**config.mk**
```make
export PLATFORM = sky130hd
export DESIGN_NAME = sr04_range_filter
export DESIGN_NICKNAME = d
export VERILOG_FILES = /design/src/rtl/sr04_range_filter.sv
export SDC_FILE = /design/constraint.sdc
export NUM_CORES = 1
export LEC_CHECK = 0
export CAP_MARGIN = 30
export CORE_MARGIN = 2
export CORE_UTILIZATION = 60
export CTS_CLUSTER_DIAMETER = 50
export DETAILED_ROUTE_END_ITERATION = 12
export GPL_ROUTABILITY_DRIVEN = 0
export PLACE_DENSITY = 0.82
export SLEW_MARGIN = 5
export SYNTH_ARGS = -nofsm -noshare
export SYNTH_HDL_FRONTEND = slang
export SYNTH_SLANG_ARGS = --single-unit
```
**constraint.sdc**
```tcl
create_clock -name clk -period 11.3 [get_ports clk]
set_clock_uncertainty 0.2 [all_clocks]
set_input_delay 3.39 -clock clk [delete_from_list [all_inputs] [get_ports clk]]
set_output_delay 3.39 -clock clk [all_outputs]
set_load 0.01 [all_outputs]
```
**src/rtl/sr04_range_filter.sv**
```systemverilog
// sr04_range_filter
// Converts raw HC-SR04 echo tick counts into centimetres with a serial
// restoring divider, smooths them with a 4-sample moving average and
// derives a proximity flag with hysteresis.
//
// Handshake: sample_in is offered on every cycle sample_valid is high.
// An offer with nonzero data is accepted only while the block is idle
// (busy low). A nonzero offer while busy is dropped and counted. A zero
// sample is never an offer. dist_valid is a one-cycle strobe with no
// back-pressure; the consumer must take dist_cm on that cycle.
module sr04_range_filter #(
  parameter int TICKS_PER_CM = 928,
  parameter int NEAR_CM      = 20,
  parameter int HYST_CM      = 5
) (
  input  logic        clk,
  input  logic        reset,
  input  logic [31:0] sample_in,
  input  logic        sample_valid,
  output logic [15:0] dist_cm,
  output logic        dist_valid,
  output logic        near,
  output logic        busy,
  output logic [7:0]  drop_cnt,
  output logic [1:0]  dbg_state
);

  typedef enum logic [1:0] {
    S_IDLE = 2'd0,
    S_DIV  = 2'd1,
    S_AVG  = 2'd2
  } state_t;

  localparam logic [32:0] DIVISOR  = 33'(TICKS_PER_CM);
  localparam logic [15:0] NEAR_TH  = 16'(NEAR_CM);
  localparam logic [15:0] CLEAR_TH = 16'(NEAR_CM + HYST_CM);

  state_t      state;
  // acc holds the dividend at the start of division; quotient bits shift
  // in from the bottom as dividend bits shift out of the top.
  logic [31:0] acc;
  logic [31:0] rem;
  logic [4:0]  bit_cnt;
  // The three most recent quotients. Together with the quotient being
  // retired in AVG they form the 4-entry averaging window; the oldest
  // entry is only ever needed for the mean formed as it leaves.
  logic [15:0] hist [3];
  logic [2:0]  fill;

  logic        offer;
  logic [32:0] rem_shift;
  logic        rem_ge;
  logic [31:0] rem_next;
  logic [31:0] acc_next;
  logic [15:0] q_sat;
  logic [17:0] win_sum;
  logic [15:0] win_mean;

  assign offer     = sample_valid && (sample_in != 32'd0);
  assign busy      = (state != S_IDLE);
  assign dbg_state = state;

  // One restoring-division step plus the window mean for the AVG edge.
  always_comb begin
    rem_shift = {rem, acc[31]};
    rem_ge    = (rem_shift >= DIVISOR);
    rem_next  = rem_ge ? 32'(rem_shift - DIVISOR) : rem_shift[31:0];
    acc_next  = {acc[30:0], rem_ge};
    q_sat     = (acc[31:16] != 16'd0) ? 16'hFFFF : acc[15:0];
    win_sum   = 18'(q_sat) + 18'(hist[0]) + 18'(hist[1]) + 18'(hist[2]);
    win_mean  = win_sum[17:2];
  end

  // Control FSM, divider datapath, averaging window and output registers.
  always_ff @(posedge clk or posedge reset) begin
    if (reset) begin
      state      <= S_IDLE;
      acc        <= 32'd0;
      rem        <= 32'd0;
      bit_cnt    <= 5'd0;
      hist[0]    <= 16'd0;
      hist[1]    <= 16'd0;
      hist[2]    <= 16'd0;
      fill       <= 3'd0;
      dist_cm    <= 16'd0;
      dist_valid <= 1'b0;
      near       <= 1'b0;
      drop_cnt   <= 8'd0;
    end else begin
      dist_valid <= 1'b0;

      if (offer && (state != S_IDLE) && (drop_cnt != 8'hFF)) begin
        drop_cnt <= drop_cnt + 8'd1;
      end

      case (state)
        S_IDLE: begin
          if (offer) begin
            acc     <= sample_in;
            rem     <= 32'd0;
            bit_cnt <= 5'd0;
            state   <= S_DIV;
          end
        end
        S_DIV: begin
          acc     <= acc_next;
          rem     <= rem_next;
          bit_cnt <= bit_cnt + 5'd1;
          if (bit_cnt == 5'd31) begin
            state <= S_AVG;
          end
        end
        S_AVG: begin
          hist[0] <= q_sat;
          hist[1] <= hist[0];
          hist[2] <= hist[1];
          if (fill != 3'd4) begin
            fill <= fill + 3'd1;
          end
          // Window is full once this quotient lands (three already held).
          if (fill >= 3'd3) begin
            dist_cm    <= win_mean;
            dist_valid <= 1'b1;
            if (win_mean < NEAR_TH) begin
              near <= 1'b1;
            end else if (win_mean >= CLEAR_TH) begin
              near <= 1'b0;
            end
          end
          state <= S_IDLE;
        end
        default: begin
          state <= S_IDLE;
        end
      endcase
    end
  end

endmodule

```
==> impl_metrics.env <==
export IMPL_cts_resized=0
export IMPL_yosysWarnings=0
export IMPL_setup_worst_path_end_class="register"
export IMPL_netlist_area_sq_um=8179
export IMPL_slowest_stage="o21ai_0"
export IMPL_syn_to_final_growth_pct=17.94
export IMPL_tightest_slew_ns=0.7973
export IMPL_drc_errors=0
export IMPL_period_needed_ns=5.761
export IMPL_portBuffers=63
export IMPL_ys_top_cells_by_count="nand2_1 (169), dfrtp_1 (148), inv_1 (78), nor2_1 (78), o21ai_0 (76)"
export IMPL_crit_path_frequent_cell="o21ai_0"
export IMPL_antenna_left=0
export IMPL_cts_buffers=17
export IMPL_drive_gt1_share_pct=7.361
export IMPL_clockRootBuffer="clkbuf_16"
export IMPL_ys_seq_area_share_pct=45.28
export IMPL_reg2reg_slack_ns=6.24
export IMPL_coreArea_sq_um=13300
export IMPL_drv_cap=0
export IMPL_worstSetupPathType="primary input to register"
export IMPL_antenna_found_initial=0
export IMPL_final_period_utilization_pct=50.99
export IMPL_crit_start="sample_in[6]"
export IMPL_utilization_pct=72.56
export IMPL_synth_edff_count=0
export IMPL_synth_most_common_cell="nand2_1"
export IMPL_leakagePower_nw=4.353
export IMPL_cts_clk_slew_worst_paths_ns=0.06
export IMPL_slowest_delay_ns=0.57
export IMPL_postCtsSetupRepairBufs=0
export IMPL_finalWorstSetupSlack_ns=5.539
export IMPL_setup_viol=0
export IMPL_grt_pass1_wl_um=29240
export IMPL_initialDrtViolationCount=443
export IMPL_yosysTopAreaCell="dfrtp_1"
export IMPL_grt_overflow_total=0
export IMPL_finalNonFillerCells=1127
export IMPL_fmax_ghz=0.1736
export IMPL_clk_path_buf_depth=2
export IMPL_synthSimpleGateAreaFrac_pct=18.39
export IMPL_finalHoldViolCount=0
export IMPL_ys_flop_type="dfrtp_1"
export IMPL_p_per_area_nw_per_um2=240.4
export IMPL_wl_um=16830
export IMPL_slew_viol_final=0
export IMPL_synthDominantCellAreaShare_pct=45.28
export IMPL_crit_chain="clkdlybuf4s50_1, nor4_1, nand4_1, o21ai_0, a21o_1, buf_16, o21ai_0, o21ai_0"
export IMPL_maxSlewHeadroom_pct=46.69
export IMPL_detail_route_wl_per_cell_um=14.93
export IMPL_die_area_sq_um=14580
export IMPL_vdd_drop_max_mv=0.1646
export IMPL_die_width_um=120.8
export IMPL_place_inst=1096
export IMPL_yosys_register_bits=148
export IMPL_fin_hold_ws_ns=0.2752
export IMPL_first_pass_iters=5
export IMPL_synthXorXnorAreaFrac_pct=4.819
export IMPL_synthTopCellsByArea="dfrtp_1 (45%), fa_1 (7.8%), nand2_1 (7.8%)"
export IMPL_nets=1029
export IMPL_die_h_um=120.8
export IMPL_r2r_start="acc[19]"
export IMPL_initial_core_util_pct=61.52
export IMPL_grt_max_degree=101
export IMPL_synth_nets=978
export IMPL_ys_async_sr_fraction_pct=100.0
export IMPL_min_path_type="register to register"
export IMPL_netlist_instances=889
export IMPL_rsz0062_at_grt="false"
export IMPL_dp_slack_ns=5.087
export IMPL_core_rowCount=42
export IMPL_start_kind="primary input"
export IMPL_cts_tree="yes"
export IMPL_synthAdderAreaFrac_pct=11.20
export IMPL_grt_pass1_vias=6197
export IMPL_critPathTopFamily="compound AO/OA/AOI/OAI gates"
export IMPL_ys_types=59
export IMPL_clk_insertion_delay_late_ns=0.43
export IMPL_synth_compound_area_share_pct=12.82
export IMPL_hpwl_um=11770
export IMPL_track_usage_pct=25.46
export IMPL_timing_setup_tns_ns=0
export IMPL_routed_via_density=5.587
export IMPL_synth_mux_area_share_pct=2.050
export IMPL_via_count=6297
export IMPL_status="completed"
export IMPL_cts_htree_levels=4
export IMPL_cp_num_buf_inv=2
export IMPL_cp_required_ns=11.45
export IMPL_num_antenna_cells=0
export IMPL_ioPinCount=64
export IMPL_min_from="dist_cm[5]"
export IMPL_synth_top_family_by_area="simple AND/OR/NAND/NOR gates"
export IMPL_clock_sinks=148
export IMPL_arrival_ns=5.91
export IMPL_avgSynthCellArea_sq_um=9.200
export IMPL_cp_max_fo=24
export IMPL_num_fill_cells=990
export IMPL_hold_buffers=0
## flip-flops by register name, summed over array words and instances (netlist names)
name,cells
acc,32
bit_cnt,5
dbg_state,2
dist_cm,16
dist_valid,1
drop_cnt,8
fill,3
hist,48
near,1
rem,32
## metal layers
layer	part of all wire (%)	up-vias	global-route usage (%)
met5	0	-	0
met4	2.2	0	10.03
met3	3.6	35	4.717
met2	48	130	40.36
met1	46	3055	35.02
li1	-	3077	-
## cell families (layout without fill, tap and decap cells)
| group | Yosys count | in the layout |
|---|---|---|
| AOI/OAI and AO/OA | 177 | 177 |
| muxes | 15 | 15 |
| xor gates and xnor gates | 45 | 45 |
| buffers and inverters | 118 | 180 |
| DFF | 148 | 148 |
| and+or+nand+nor | 332 | 332 |
| adders and majority gates | 54 | 54 |
## path summary, 6_finish.rpt
check / end / cells past startpoint
worst max-delay path: bit_cnt[2] / 8
worst min-delay path: dist_cm[5] / 2
worst max register to register: dist_cm[15] / 13
worst min register to register: dist_cm[5] / 2
max in group asynchronous: hist[6] / 4
min in group asynchronous: dist_valid / 3
## power breakdown
group	total, mW	leakage, nW	switching (mW)	internal, mW
Sequential	0.824	1.79	0.145	0.679
Combinational	0.902	2.26	0.492	0.410
Clock	0.593	0.304	0.211	0.382
Total	2.32	4.35	0.848	1.47
## placed cells by master (no fill, tap or decap), types with 8 or more instances in the layout
master           instances
mux2_2                  14
nor4_1                  14
clkdlybuf4s50_1         63
xor2_1                  16
ha_1                    22
fa_1                    32
xnor2_1                 29
dfrtp_1                148
inv_1                   77
clkbuf_16               17
nor3_1                  10
o21ai_1                  8
nand2_1                168
a21oi_1                 19
nor2_1                  77
a31oi_1                 32
o21ai_0                 76
nand3_1                 12
## stage by stage
| step | power (mW) | cell area [sq um] |
|---|---|---|
| after CTS | 2.321 | 9619 |
| after detailed placement | 1.716 | 8997 |
| after floorplan | 1.474 | 8179 |
| after global placement | 1.672 | 8935 |
| final | 2.319 | 9647 |
| after global routing | 2.487 | 9647 |
## worst reg2reg max path: stages, from the launching register on
cell and delay [ns]:
dfrtp_1 0.39, nor4_1 0.48, nand4_1 0.72, nor2_1 0.44, fa_1 0.23, inv_1 0.04, ha_1 0.32, nor2b_1 0.18
o31ai_1 0.46, a211oi_1 0.20, a2111oi_0 0.68, o21bai_1 0.23, a21oi_1 0.20, o221ai_1 0.14
## final cells by class
class	instances	area, sq um	area share [%]
flip-flops and latches	148	3704	38.39
inverters	79	301.5	3.126
clock buffers	20	466.7	4.838
clock inverters	10	155.1	1.608
multi-input cells	623	4049	41.97
repair buffers	71	750.7	7.782
well taps	176	220.2	2.283
No activity file was read; power rests on OpenSTA's default activity.
